$ cat src/rtl/bus_mailbox_pkg.sv
// Shared register map, STATUS layout and status packing helper for bus_mailbox.
// Offsets are word indices into addr_i[9:2].
package bus_mailbox_pkg;

  localparam logic [7:0] OFF_TXDATA = 8'h00;
  localparam logic [7:0] OFF_RXDATA = 8'h01;
  localparam logic [7:0] OFF_STATUS = 8'h02;
  localparam logic [7:0] OFF_IRQ_EN = 8'h03;

  localparam int STATUS_TX_FULL_BIT  = 31;
  localparam int STATUS_RX_EMPTY_BIT = 30;
  localparam int STATUS_RX_LEVEL_LSB = 16;
  localparam int STATUS_TX_LEVEL_LSB = 0;

  typedef struct packed {
    logic       tx_full;
    logic       rx_empty;
    logic [5:0] rsvd_hi;
    logic [7:0] rx_level;
    logic [7:0] rsvd_lo;
    logic [7:0] tx_level;
  } status_t;

  function automatic status_t pack_status(input logic       tx_full,
                                          input logic       rx_empty,
                                          input logic [7:0] rx_level,
                                          input logic [7:0] tx_level);
    status_t s;
    s          = '0;
    s.tx_full  = tx_full;
    s.rx_empty = rx_empty;
    s.rx_level = rx_level;
    s.tx_level = tx_level;
    return s;
  endfunction

endpackage

$ cat src/rtl/bus_mailbox_fifo.sv
// Synchronous FIFO, combinational head read; push ignored when full, pop ignored when empty.
// Push and pop in the same cycle keep the level; pointers wrap modulo Depth (power of 2).
module bus_mailbox_fifo #(
  parameter int Width = 32,
  parameter int Depth = 8
) (
  input  logic                           i_clk,
  input  logic                           i_rst,
  input  logic                           i_push,
  input  logic [Width-1:0]               i_data,
  input  logic                           i_pop,
  output logic [Width-1:0]               o_data,
  output logic                           o_full,
  output logic                           o_empty,
  output logic [$clog2(Depth+1)-1:0]     o_level
);

  localparam int PW = $clog2(Depth);
  localparam int LW = $clog2(Depth + 1);

  logic [Width-1:0] r_mem [Depth];
  logic [PW-1:0]    r_wr_ptr;
  logic [PW-1:0]    r_rd_ptr;
  logic [LW-1:0]    r_level;
  logic             w_push;
  logic             w_pop;

  assign o_full  = (r_level == LW'(Depth));
  assign o_empty = (r_level == '0);
  assign o_level = r_level;
  assign o_data  = r_mem[r_rd_ptr];
  assign w_push  = i_push & ~o_full;
  assign w_pop   = i_pop & ~o_empty;

  // Storage is not reset: contents are unreachable once the pointers clear.
  always_ff @(posedge i_clk) begin
    if (w_push) r_mem[r_wr_ptr] <= i_data;
  end

  always_ff @(posedge i_clk) begin
    if (i_rst) begin
      r_wr_ptr <= '0;
      r_rd_ptr <= '0;
      r_level  <= '0;
    end else begin
      if (w_push) r_wr_ptr <= r_wr_ptr + 1'b1;
      if (w_pop)  r_rd_ptr <= r_rd_ptr + 1'b1;
      case ({w_push, w_pop})
        2'b10:   r_level <= r_level + 1'b1;
        2'b01:   r_level <= r_level - 1'b1;
        default: r_level <= r_level;
      endcase
    end
  end

endmodule

$ cat src/rtl/bus_mailbox.sv
// Bus mailbox: TX/RX word FIFOs behind a 1 kB device window; responses exactly one cycle after req_i.
// Optional IRQ_EN register and level interrupt when BUS_MAILBOX_IRQ_EN is defined.
module bus_mailbox
  import bus_mailbox_pkg::*;
#(
  parameter int DataWidth    = 32,
  parameter int AddressWidth = 32,
  parameter int Depth        = 8
) (
  input  logic                    clk_i,
  input  logic                    rst_i,
  input  logic                    req_i,
  input  logic                    we_i,
  input  logic [3:0]              be_i,
  input  logic [AddressWidth-1:0] addr_i,
  input  logic [DataWidth-1:0]    wdata_i,
  output logic                    rvalid_o,
  output logic [DataWidth-1:0]    rdata_o,
  output logic                    err_o,
  output logic                    tx_valid_o,
  input  logic                    tx_ready_i,
  output logic [DataWidth-1:0]    tx_data_o,
  input  logic                    rx_valid_i,
  output logic                    rx_ready_o,
  input  logic [DataWidth-1:0]    rx_data_i,
  output logic                    irq_o
);

  localparam int LW = $clog2(Depth + 1);

  logic [7:0]           w_off;
  logic                 w_tx_full, w_tx_empty, w_rx_full, w_rx_empty;
  logic [LW-1:0]        w_tx_level, w_rx_level;
  logic [DataWidth-1:0] w_rx_head;
  logic                 w_tx_push, w_tx_pop, w_rx_push, w_rx_pop;
  logic                 w_resp_err;
  logic [DataWidth-1:0] w_resp_dat;
  status_t              w_status;
  logic                 r_rvalid;
  logic                 r_err;
  logic [DataWidth-1:0] r_rdata;
  logic                 w_unused;

  assign w_off      = addr_i[9:2];
  assign w_unused   = ^{addr_i[AddressWidth-1:10], addr_i[1:0]};
  assign tx_valid_o = ~w_tx_empty;
  assign rx_ready_o = ~w_rx_full;
  assign w_tx_pop   = tx_ready_i & ~w_tx_empty;
  assign w_rx_push  = rx_valid_i & ~w_rx_full;
  assign w_status   = pack_status(w_tx_full, w_rx_empty, 8'(w_rx_level), 8'(w_tx_level));

  bus_mailbox_fifo #(.Width(DataWidth), .Depth(Depth)) u_tx_fifo (
    .i_clk   (clk_i),
    .i_rst   (rst_i),
    .i_push  (w_tx_push),
    .i_data  (wdata_i),
    .i_pop   (w_tx_pop),
    .o_data  (tx_data_o),
    .o_full  (w_tx_full),
    .o_empty (w_tx_empty),
    .o_level (w_tx_level)
  );

  bus_mailbox_fifo #(.Width(DataWidth), .Depth(Depth)) u_rx_fifo (
    .i_clk   (clk_i),
    .i_rst   (rst_i),
    .i_push  (w_rx_push),
    .i_data  (rx_data_i),
    .i_pop   (w_rx_pop),
    .o_data  (w_rx_head),
    .o_full  (w_rx_full),
    .o_empty (w_rx_empty),
    .o_level (w_rx_level)
  );

`ifdef BUS_MAILBOX_IRQ_EN
  logic       w_irq_en_we;
  logic [1:0] r_irq_en;
  logic       r_irq;
`endif

  // Full/empty flags are pre-edge values, so a same-cycle stream transfer never rescues a bus access.
  always_comb begin
    w_tx_push  = 1'b0;
    w_rx_pop   = 1'b0;
    w_resp_err = 1'b0;
    w_resp_dat = '0;
`ifdef BUS_MAILBOX_IRQ_EN
    w_irq_en_we = 1'b0;
`endif
    if (req_i) begin
      case (w_off)
        OFF_TXDATA: begin
          if (we_i && be_i == 4'hF && !w_tx_full) w_tx_push  = 1'b1;
          else                                    w_resp_err = 1'b1;
        end
        OFF_RXDATA: begin
          if (!we_i && !w_rx_empty) begin
            w_rx_pop   = 1'b1;
            w_resp_dat = w_rx_head;
          end else begin
            w_resp_err = 1'b1;
          end
        end
        OFF_STATUS: begin
          if (!we_i) w_resp_dat = w_status;
          else       w_resp_err = 1'b1;
        end
`ifdef BUS_MAILBOX_IRQ_EN
        OFF_IRQ_EN: begin
          if (we_i) w_irq_en_we = 1'b1;
          else      w_resp_dat  = {{(DataWidth-2){1'b0}}, r_irq_en};
        end
`endif
        default: w_resp_err = 1'b1;
      endcase
    end
  end

  always_ff @(posedge clk_i) begin
    if (rst_i) begin
      r_rvalid <= 1'b0;
      r_err    <= 1'b0;
      r_rdata  <= '0;
    end else begin
      r_rvalid <= req_i;
      r_err    <= w_resp_err;
      r_rdata  <= w_resp_dat;
    end
  end

  assign rvalid_o = r_rvalid;
  assign err_o    = r_err;
  assign rdata_o  = r_rdata;

`ifdef BUS_MAILBOX_IRQ_EN
  always_ff @(posedge clk_i) begin
    if (rst_i) begin
      r_irq_en <= 2'b00;
      r_irq    <= 1'b0;
    end else begin
      if (w_irq_en_we) r_irq_en <= wdata_i[1:0];
      r_irq <= (r_irq_en[0] & ~w_rx_empty) | (r_irq_en[1] & w_tx_empty);
    end
  end
  assign irq_o = r_irq;
`else
  assign irq_o = 1'b0;
`endif

endmodule

$ cat config.mk
export PLATFORM = sky130hd
export DESIGN_NAME = bus_mailbox
export DESIGN_NICKNAME = d
export VERILOG_FILES = /design/src/rtl/bus_mailbox_pkg.sv /design/src/rtl/bus_mailbox_fifo.sv /design/src/rtl/bus_mailbox.sv
export SDC_FILE = /design/constraint.sdc
export NUM_CORES = 1
export LEC_CHECK = 0
export BUFFER_PORTS_ARGS = -buffer_cell sky130_fd_sc_hd__buf_2
export CAP_MARGIN = 20
export CORE_UTILIZATION = 44
export DETAILED_ROUTE_END_ITERATION = 12
export PLACE_DENSITY = 0.68
export REMOVE_ABC_BUFFERS = 1
export SLEW_MARGIN = 20
export SYNTH_ARGS = -nofsm -noshare
export SYNTH_HDL_FRONTEND = slang
export SYNTH_SLANG_ARGS = --single-unit
export TNS_END_PERCENT = 20
$ cat constraint.sdc
create_clock -name clk_i -period 7.47 [get_ports clk_i]
set_clock_uncertainty 0.1 [all_clocks]
set_input_delay 1.1205 -clock clk_i [delete_from_list [all_inputs] [get_ports clk_i]]
set_output_delay 1.1205 -clock clk_i [all_outputs]
set_load 0.05 [all_outputs]
# Word-level counts from Yosys, hierarchy flattened
# Memories as Yosys holds them, arrays and structs flattened. A register that Yosys moved wholly into a read port is not among the register bits.
# Index checks and enable logic that the tools add are counted.
dict set report op_classes {
  n_mux 23
  n_reduce_logical 12
  mul 0
  addsub 8
  div_mod_pow 0
  n_eq_ne 9
  n_lt_le_gt_ge 0
  bitwise 11
  shifts 0
}
# op count
set op_table {}
lappend op_table {{$mux 32} 2}
lappend op_table {{$pmux 32 s2} 1}
lappend op_table {{$pmux 4 s2} 2}
lappend op_table {{$mux 1} 13}
lappend op_table {{$add 3x1->3 const B} 4}
lappend op_table {{$eq 4x4->1 const B} 3}
lappend op_table {{$mux 3} 4}
lappend op_table {{$add 4x1->4 const B} 2}
lappend op_table {{$eq 8x1->1 const B} 1}
lappend op_table {{$eq 8x2->1 const B} 1}
lappend op_table {{$logic_not 4->1} 2}
lappend op_table {{$logic_not 8->1} 1}
lappend op_table {{$sub 4x1->4 const B} 2}
lappend op_table {{$and 1x1->1} 6}
lappend op_table {{$not 1->1} 5}
lappend op_table {{$eq 2x1->1 const B} 2}
lappend op_table {{$eq 2x2->1 const B} 2}
lappend op_table {{$reduce_bool 2->1} 2}
lappend op_table {{$logic_and 1x1->1} 3}
lappend op_table {{$logic_not 1->1} 3}
lappend op_table {{$pmux 1 s3} 1}
lappend op_table {{$reduce_or 2->1} 1}
dict set report totals {
  latchBits 0
  ram_bits 512
  mem_bits_ro 0
  mem_count 2
  regBits 54
  out_inout_bits 69
}
# memory depth word_bits rd rd_ports_with_merged_regs wr line_no
set memory_table {}
lappend memory_table {u_rx_fifo.r_mem 8 32 1 1 1 bus_mailbox_fifo.sv:21} ;# logic [Width-1:0] r_mem [Depth];
lappend memory_table {u_tx_fifo.r_mem 8 32 1 1 1 bus_mailbox_fifo.sv:21}

# Longest topological paths before layout
# Gate-level depths: netlist of the first run.
dict set report logic_depth {
  ltp_word 9
  mapped_depth 11
  mapped_depth_nobuf 10
}

# By module
# From an unflattened synthesis of the first run, not the netlist that was laid out.
dict set report unflattened {
  cells_unflattened 994
  hier_area_um2 22293.9
}
# mod cells_per_inst instances area_per_inst_um2
set modules_own_cells {}
lappend modules_own_cells {bus_mailbox_fifo 444 2 10582.6}
lappend modules_own_cells {bus_mailbox 106 1 1128.6}

# Least setup slack after synthesis of the first run
# No wires, ideal clock.
dict set report synth_timing {
  path_type {input to register}
  from {input addr_i[9]}
  to {memory u_tx_fifo.r_mem[2][0], enable pin}
  stages 5
  setup_slack_ns 1.618
  setup_time_ns 0.513
  n_path_buf 1
  arrival_ns 5.239
  t_required_ns 6.857
  path_cell_list {nor4_4 and4_1 buf_2 nand2_4 nor4b_1}
}
dict set report synth_via {
  elab_chain_cells 6
}
# item line_no
set synth_rtl {}
lappend synth_rtl {{start, declared} bus_mailbox.sv:15} ;# input logic [AddressWidth-1:0] addr_i,
lappend synth_rtl {{$logic_not 8->1} bus_mailbox.sv:92} ;# case (w_off)
lappend synth_rtl {{$mux 1} bus_mailbox.sv:92}
lappend synth_rtl {{$mux 1} bus_mailbox.sv:91} ;# if (req_i) begin
lappend synth_rtl {{$and 1x1->1} bus_mailbox_fifo.sv:32} ;# assign w_push = i_push & ~o_full;
lappend synth_rtl {{$mux 1} bus_mailbox_fifo.sv:37} ;# if (w_push) r_mem[r_wr_ptr] <= i_data;
lappend synth_rtl {{$mux 1 (implied by the code)} bus_mailbox_fifo.sv:37}
lappend synth_rtl {{end, declared} bus_mailbox_fifo.sv:21}
# No other way between the ends.

==> impl_results.md, run 1 <==
- Outcome: finished, final reports clean
- Clock power share: 43.0%
- Async SR Flop Fraction: 0%
- Hold Startpoint: u_tx_fifo.r_rd_ptr[1]$_SDFFE_PP0P_
- Drt first pass iters: 4
- Placed Instances: 1,722
- Sequential power share: 55.0%
- TritonCTS clock tree: yes
- Layout cells sized above 1: 36.7%
- Vias per inst: 5.46
- Final setup viols: 0
- Post-DP HPWL: 21,900 um
- Max-slew violations: 0
- Clk slew on worst S/H paths: 60 ps
- Longest Clk Path Bufs: 3
- Finished Cell Area: 0.0249 sq mm
- F_max: 0.227 GHz
- Worst Hold Class: register to register
- Top cell type's share of synthesized area: 71.4%
- # rows: 80
- Final layout net count: 1,282
- Pin count of the biggest net entering global routing: 65
- Critical Path AT: 3180 ps
- Postcts setup bufs: 0
- Vias in the first global route: 10,600
- Root Buffer: clkbuf_16
- Switch Pwr: 1.25 mW
- Num CTS Buffers: 57
- Gr ovfl total: 0
- Synth area leaders: edfxtp_1 71%, mux4_2 13%, dfxtp_1 5.6%, mux2_2 1.8%, mux2i_1 1.6%
- Initial antenna violation count: 5
- Critical Path, Cell by Cell: buf_4 > mux4_2 > mux2_2 > buf_2
- Comb pwr share: 2.0%
- DR vias: 9,983
- Post-synthesis sequential area ratio: 77.0%
- Synthesized area: 0.0215 sq mm
- Critical setup path kind: register to output pin
- Setup WS post-layout: 3070 ps
- Worst r2r src: u_tx_fifo.o_level[1]$_SDFFE_PP0P_
- Clock sink total: 572
- RSZ-0062 raised after global routing: false
- Die width: 223 um
- WL per Instance: 22.4 um
- Worst slew pin tran: 1020 ps
- Sw frac: 19.4%
- Synth Flop Type: edfxtp_1
- Area Overhead vs Synth: 15.6%
- Hold Buf Count CTS: 0
- Distinct cell type count after synthesis: 54
- P_leak: 8.00 nW
- Area of the die: 0.0498 sq mm
- Antenna-violating nets left: 0
- RePlAce Congestion: 0.734
- Die Y: 223 um
- Starting Density: 44.8%
- Slew Limit Headroom: 31.9%
- Post-synth EDFFs: 512
- Final Hold Fails: 0
- Gr usage total: 16.7%
- CP startpoint kind: register
- Final design utilization: 51.8%
- Port Buffers: 149
- Gates resized, CTS repair: 0
- Pwr Total: 6.42 mW
- Req. time, crit path: 6250 ps
- Mean Syn Cell Area: 21.9 sq um
- Clock Latency Late Sink: 610 ps
- N_diodes: 0
- Synth warnings: 0
- Worst IR Drop VDD: 0.000202 V
- Tightest hold margin: 379 ps
- Io pins: 175
- Yosys top cell by area: edfxtp_1
- Post-Place Setup Slack: 3550 ps
- Post-Route WL: 40,900 um
- Pint: 5.17 mW
- Post-Syn Instances: 985
- Max-Cap Viols: 0
- Yosys reg bits: 572
- DRC Markers: 0
- Final setup TNS: 0 ps
- Post-place instance area: 0.0231 sq mm
- Endpoint type of the worst setup path: output pin
- Area of the core: 0.0480 sq mm
- Critical Path Fanout Max: 36
- Worst path max stage delay: 820 ps
- Slowest CP cell: dfxtp_4
- Min Tclk post-route: 4400 ps
- PD cells: 258 mW/mm^2
- Finished Layout Cells: 1,829
- DRT iter0 DRCs: 618
- Fillers: 3,782
- First-pass GRT wire length: 62,200 um
- CTS HTree Levels: 2
- Tcrit/Tclk final: 58.9%
final timing paths:
check                                                          to  slack [ps]  cells past startpoint
worst min register to register                           register         380                      2
worst min-delay path                                     register         380                      2
worst max-delay path                                tx_data_o[15]        3070                      4
worst max register to register  u_tx_fifo.o_level[2]$_SDFFE_PP0P_        4650                     10
worst max-delay path: cells and delay by family (launching register included):
kind	cells	cell delay [ps]
buffers and inverters	2	830
muxes	2	870
DFF	1	820
logic make-up after synthesis:
logic type,Yosys count,share of synthesized area (%)
XOR/XNOR,11,0.447
AND/OR/NAND/NOR,106,2.75
buffers and inverters,52,1.24
flip-flops,572,77.0
multiplexers,198,16.9
AO/OA/AOI/OAI,35,1.12
other,1,0.0174
adder cells (fa/ha/maj),10,0.581
placed cells by master (no fill, tap or decap), types with 10 or more instances in the layout:
master / n
mux2_2: 35
mux4_2: 128
buf_2: 149
edfxtp_1: 512
buf_4: 22
a21oi_1: 10
xor2_1: 11
nand3_1: 10
ha_1: 10
clkbuf_16: 59
dfxtp_1: 55
clkbuf_1: 17
mux2i_1: 34
nor2_1: 38
power groups by stage:
stage / logic [mW] / registers, mW / clock network [mW]
6_report: 0.131 / 3.53 / 2.76
2_1_floorplan: 0.0513 / 3.60 / 0
3_5_place_dp: 0.133 / 3.60 / 0
5_1_grt: 0.145 / 3.53 / 2.94
4_1_cts: 0.134 / 3.53 / 2.83
3_3_place_gp: 0.127 / 3.59 / 0
final cells by class:
type	instances	area (sq um)	share of cell area [%]
clock inverters	29	265	1.07
repair buffers	171	911	3.66
well taps	615	769	3.09
inverters	3	11.3	0.0452
multi-input cells	361	4780	19.2
flip-flops and latches	572	16600	66.6
clock buffers	78	1570	6.30
Yosys cell counts (all sizes together) (2+ instances only):
| cell | count |
|---|---|
| and3 | 3 |
| and4 | 2 |
| nor2 | 42 |
| ha | 10 |
| a21oi | 11 |
| nor2b | 5 |
| o21ai | 6 |
| dfxtp | 60 |
| o2bb2ai | 8 |
| mux2i | 34 |
| and3b | 2 |
| nand2b | 3 |
| nand3 | 11 |
| nor4b | 2 |
| o22ai | 3 |
| nand2 | 9 |
| xor2 | 11 |
| mux4 | 128 |
| nor3 | 9 |
| buf | 33 |
| mux2 | 36 |
| nor4 | 4 |
| inv | 3 |
| edfxtp | 512 |
| or4 | 3 |
| clkbuf | 16 |
| or4b | 2 |
| nor3b | 2 |
| or3 | 3 |
routing by layer:
metal / share of wire, % / GRT usage (%)
met1: 42 / 21.3
met2: 51 / 29.0
met3: 5.1 / 3.60
met4: 1.6 / 4.32
met5: 0.14 / 0
registers in the layout (all words and copies together), names as in the netlist, named ones only:
name and flops:
u_tx_fifo.o_level 4, u_rx_fifo.o_level 4, u_rx_fifo.r_rd_ptr 3, u_rx_fifo.r_wr_ptr 3, rdata_o 32, u_tx_fifo.r_mem 256, err_o 1, rvalid_o 1
u_rx_fifo.r_mem 256, u_tx_fifo.r_rd_ptr 3, u_tx_fifo.r_wr_ptr 3
No activity file was read; power rests on OpenSTA's default activity.
==> run 2: changes to the inputs <==
==> constraint.sdc (replaced) <==
create_clock -name clk_i -period 4.2 [get_ports clk_i]
set_clock_uncertainty 0.1 [all_clocks]
set_input_delay 0.63 -clock clk_i [delete_from_list [all_inputs] [get_ports clk_i]]
set_output_delay 0.63 -clock clk_i [all_outputs]
set_load 0.05 [all_outputs]
==> run 2 against run 1 <==
  * Design area shrank 0.20%
  * Core utilization shrank 0.10 points
  * First-iteration DRC count shrank 7.8%
  * Final cell count grew 0.22%
  * Non-clock buffer count grew 7
  * Sequential share of layout area grew 0.14 points
  * Via count is essentially flat
  * Critical path depth is the same
  * Flip-flop and latch count is the same
  * Critical endpoint is now tx_data_o[20]
==> impl_results.md, run 2 (same netlist as run 1, synthesis figures left out) <==
- Tightest hold margin: 196 ps
- RSZ-0062 raised after global routing: false
- Postcts setup bufs: 0
- RePlAce Congestion: 0.741
- TritonCTS clock tree: yes
- Post-Route WL: 42,000 um
- Placed Instances: 1,728
- Post-Place Setup Slack: 1060 ps
- Gr ovfl total: 0
- Clock power share: 41.3%
- Worst IR Drop VDD: 0.000348 V
- Hold Buf Count CTS: 0
- Max-Cap Viols: 0
- Fillers: 3,790
- Pwr Total: 11.1 mW
- Finished Cell Area: 0.0248 sq mm
- Longest Clk Path Bufs: 3
- Drt first pass iters: 6
- Critical Path Fanout Max: 28
- Port Buffers: 149
- Comb pwr share: 2.2%
- CTS HTree Levels: 2
- Final layout net count: 1,288
- Die Y: 223 um
- Slowest CP cell: dfxtp_4
- Worst path max stage delay: 740 ps
- Initial antenna violation count: 9
- Pint: 8.93 mW
- Antenna-violating nets left: 0
- DRT iter0 DRCs: 570
- Num CTS Buffers: 56
- Critical setup path kind: register to output pin
- Critical Path AT: 2770 ps
- Tcrit/Tclk final: 83.4%
- DR vias: 9,978
- Slew Limit Headroom: 39.1%
- Final setup TNS: 0 ps
- Pin count of the biggest net entering global routing: 65
- F_max: 0.285 GHz
- Critical Path, Cell by Cell: buf_4 > mux4_2 > mux2_2 > buf_2
- Sw frac: 19.7%
- Max-slew violations: 0
- Endpoint type of the worst setup path: output pin
- Min Tclk post-route: 3500 ps
- CP delay by family, top: multiplexers
- Clock sink total: 572
- Worst slew pin tran: 913 ps
- First-pass GRT wire length: 63,100 um
- Final design utilization: 51.7%
- Root Buffer: clkbuf_16
- DRC Markers: 0
- Area Overhead vs Synth: 15.4%
- Sequential power share: 56.5%
- Vias per inst: 5.44
- Worst Hold Class: input pin to register
- Switch Pwr: 2.18 mW
- Starting Density: 44.8%
- Final Hold Fails: 0
- CP startpoint kind: register
- Gr usage total: 17.1%
- Finished Layout Cells: 1,833
- Req. time, crit path: 3470 ps
- Setup WS post-layout: 696 ps
- Outcome: finished, final reports clean
- Gates resized, CTS repair: 0
- Area of the core: 0.0480 sq mm
- Final setup viols: 0
- # rows: 80
- Post-place instance area: 0.0231 sq mm
- Io pins: 175
- PD cells: 447 mW/mm^2
- WL per Instance: 22.9 um
- Commonest non-fill, non-tap cell in the layout: edfxtp_1
- Post-DP HPWL: 22,700 um
- Most frequent cells in the layout: 512 x edfxtp_1, 149 x buf_2, 128 x mux4_2
- Layout cells sized above 1: 36.2%
- Worst Path Buf+Inv: 2
- P_leak: 7.98 nW
- Die width: 223 um
- Area of the die: 0.0498 sq mm
- Vias in the first global route: 10,600
- Clock Latency Late Sink: 600 ps
- Clk slew on worst S/H paths: 60 ps
[run 2: area by class of cell]
| type | count | area [sq um] | share of cell area, % |
|---|---|---|---|
| Sequential cell | 572 | 16600 | 66.8 |
| Inverter | 3 | 11.3 | 0.0453 |
| Clock buffer | 80 | 1530 | 6.17 |
| Clock inverter | 22 | 133 | 0.534 |
| Multi-Input combinational cell | 361 | 4780 | 19.3 |
| Tap cell | 615 | 769 | 3.10 |
| Timing Repair Buffer | 178 | 1020 | 4.11 |
| Antenna cell | 2 | 5.00 | 0.0201 |
[run 2: layer usage]
layer  GRT usage (%)  wire length (um)  vias to the layer above
li1                -                 -                     4455
met1            21.5             17400                     5214
met2            29.4             21400                      220
met3            3.87              2260                       75
met4            5.47               827                       14
met5               0                93                        -
[run 2: power by group through the flow]
stage	clock network (mW)	registers (mW)	logic, mW
after floorplan	0	6.40	0.0912
after global placement	0	6.39	0.232
after detailed placement	0	6.40	0.244
after CTS	4.71	6.28	0.245
after global routing	4.88	6.28	0.264
final	4.59	6.28	0.239
[run 2: worst paths after layout]
check                                                   startpoint                                 to  slack, ps  cells past startpoint
worst max-delay path                                      register                      tx_data_o[20]        700                      4
worst min-delay path                                 rx_data_i[12]   u_rx_fifo.r_mem[5][12]$_DFFE_PP_        200                      1
worst max register to register   u_tx_fifo.o_level[1]$_SDFFE_PP0P_  u_tx_fifo.o_level[3]$_SDFFE_PP0P_       1380                      8
worst min register to register  u_rx_fifo.r_rd_ptr[2]$_SDFFE_PP0P_                           register        400                      2
==> run 3: changes to the inputs <==
==> constraint.sdc (replaced) <==
create_clock -name clk_i -period 3.45 [get_ports clk_i]
set_clock_uncertainty 0.1 [all_clocks]
set_input_delay 0.5175 -clock clk_i [delete_from_list [all_inputs] [get_ports clk_i]]
set_output_delay 0.5175 -clock clk_i [all_outputs]
set_load 0.05 [all_outputs]
==> run 3 against run 2 <==
  * Flip-flop and latch count unchanged
  * Design area is 0.66% higher
  * Wire length is 2.2% lower
==> impl_results.md, run 3 (same netlist as run 1, synthesis figures left out) <==
- Outcome: finished, final reports clean
- R2r setup slk: 660 ps
- Starting Density: 44.8%
- F_max: 0.309 GHz
- Antenna-violating nets left: 0
- P_leak: 8.04 nW
- Worst IR Drop VDD: 0.000459 V
- Clock sink total: 572
- DRC Markers: 0
- CP startpoint kind: register
- Vias in the first global route: 10,600
- Vias per inst: 5.45
- # rows: 80
- Port Buffers: 149
- Req. time, crit path: 2830 ps
- Initial antenna violation count: 8
- Finished Cell Area: 0.0250 sq mm
- Gates resized, CTS repair: 0
- Worst Hold Class: input pin to register
- Tightest hold margin: 81.2 ps
- Min Tclk post-route: 3230 ps
- Final setup viols: 0
- Root Buffer: clkbuf_16
- Endpoint type of the worst setup path: output pin
- Longest Clk Path Bufs: 3
- RePlAce Congestion: 0.754
- Postcts setup bufs: 0
- Pin count of the biggest net entering global routing: 65
- DR vias: 9,999
- Post-DP HPWL: 22,100 um
- Area of the die: 0.0498 sq mm
- DRT iter0 DRCs: 486
- Commonest non-fill, non-tap cell in the layout: edfxtp_1
- Post-Route WL: 41,100 um
- Max-slew violations: 0
- First-pass GRT wire length: 62,700 um
- Final layout net count: 1,288
- Hold Buf Count CTS: 0
- TritonCTS clock tree: yes
- N_diodes: 0
- CTS HTree Levels: 2
- Clock Latency Late Sink: 600 ps
- Worst slew pin tran: 827 ps
- Drt first pass iters: 5
- Area Overhead vs Synth: 16.2%
- Io pins: 175
- Post-place instance area: 0.0232 sq mm
- Die Y: 223 um
- WL per Instance: 22.4 um
- Most frequent cells in the layout: 512 x edfxtp_1, 149 x buf_2, 128 x mux4_2
- Slew Limit Headroom: 44.8%
- Critical setup path kind: register to output pin
- Num CTS Buffers: 56
- Gr usage total: 16.8%
- RSZ-0062 raised after global routing: false
- Tcrit/Tclk final: 93.8%
- Critical Path AT: 2620 ps
- Clk slew on worst S/H paths: 60 ps
- Area of the core: 0.0480 sq mm
- Layout cells sized above 1: 36.7%
- PD cells: 550 mW/mm^2
- Critical Path Fanout Max: 22
- Final Hold Fails: 0
- Max-Cap Viols: 0
- Die width: 223 um
- Gr ovfl total: 0
-- run 3: cell count changes in the layout (fill, tap and decap cells not counted), sizes merged --
cell	before	now
diode	2	0
clkinvlp	2	3
clkbuf	80	82
bufinv	1	3
inv	5	3
-- run 3: final timing paths --
kind                                       from                                end  cells past startpoint
min reg2reg  u_rx_fifo.r_rd_ptr[2]$_SDFFE_PP0P_                           register                      2
max                                    register                      tx_data_o[16]                      4
min                               rx_data_i[11]   u_rx_fifo.r_mem[5][11]$_DFFE_PP_                      1
max reg2reg   u_rx_fifo.o_level[1]$_SDFFE_PP0P_  u_rx_fifo.o_level[2]$_SDFFE_PP0P_                      9
-- run 3: final cells by class --
type / count / area, sq um
clock inverters: 23 / 199
multi-input cells: 361 / 4780
fillers: 3754 / 23000
flip-flops and latches: 572 / 16600
inverters: 3 / 11.3
clock buffers: 82 / 1570
well taps: 615 / 769
repair buffers: 178 / 1090
-- run 3: power by group --
group	switching, mW	leakage [nW]	internal (mW)
logic	0.186	2.08	0.0996
clock network	2.46	0.855	3.37
registers	0.0245	5.11	7.62
-- run 3: worst max-delay path, stage by stage (launching register included) --
cell and delay (ps):
dfxtp_4 640, buf_4 340, mux4_2 540, mux2_2 290, buf_2 210
-- run 3: through the flow --
| stage | cells | total power [mW] | TNS [ps] | worst slack, ps | utilization (%) |
|---|---|---|---|---|---|
| floorplan | 936 | 7.91 | -391450 | -1820 | - |
| global placement | 1729 | 8.06 | 0 | 465 | 48.4 |
| detailed placement | 1729 | 8.08 | 0 | 418 | 48.4 |
| CTS | 1834 | 13.9 | 0 | 91.6 | 52.1 |
| global route | 1834 | 14.2 | 0 | 26.4 | 52.1 |
| finish | 1834 | 13.8 | 0 | 215 | 52.1 |
-- run 3: layer usage --
layer | wire length (um) | global-route usage, % | vias to the layer above
li1 | - | - | 4461
met1 | 16800 | 20.8 | 5214
met2 | 20900 | 29.0 | 238
met3 | 2490 | 4.68 | 72
met4 | 900 | 4.54 | 14
met5 | 79 | 0 | -
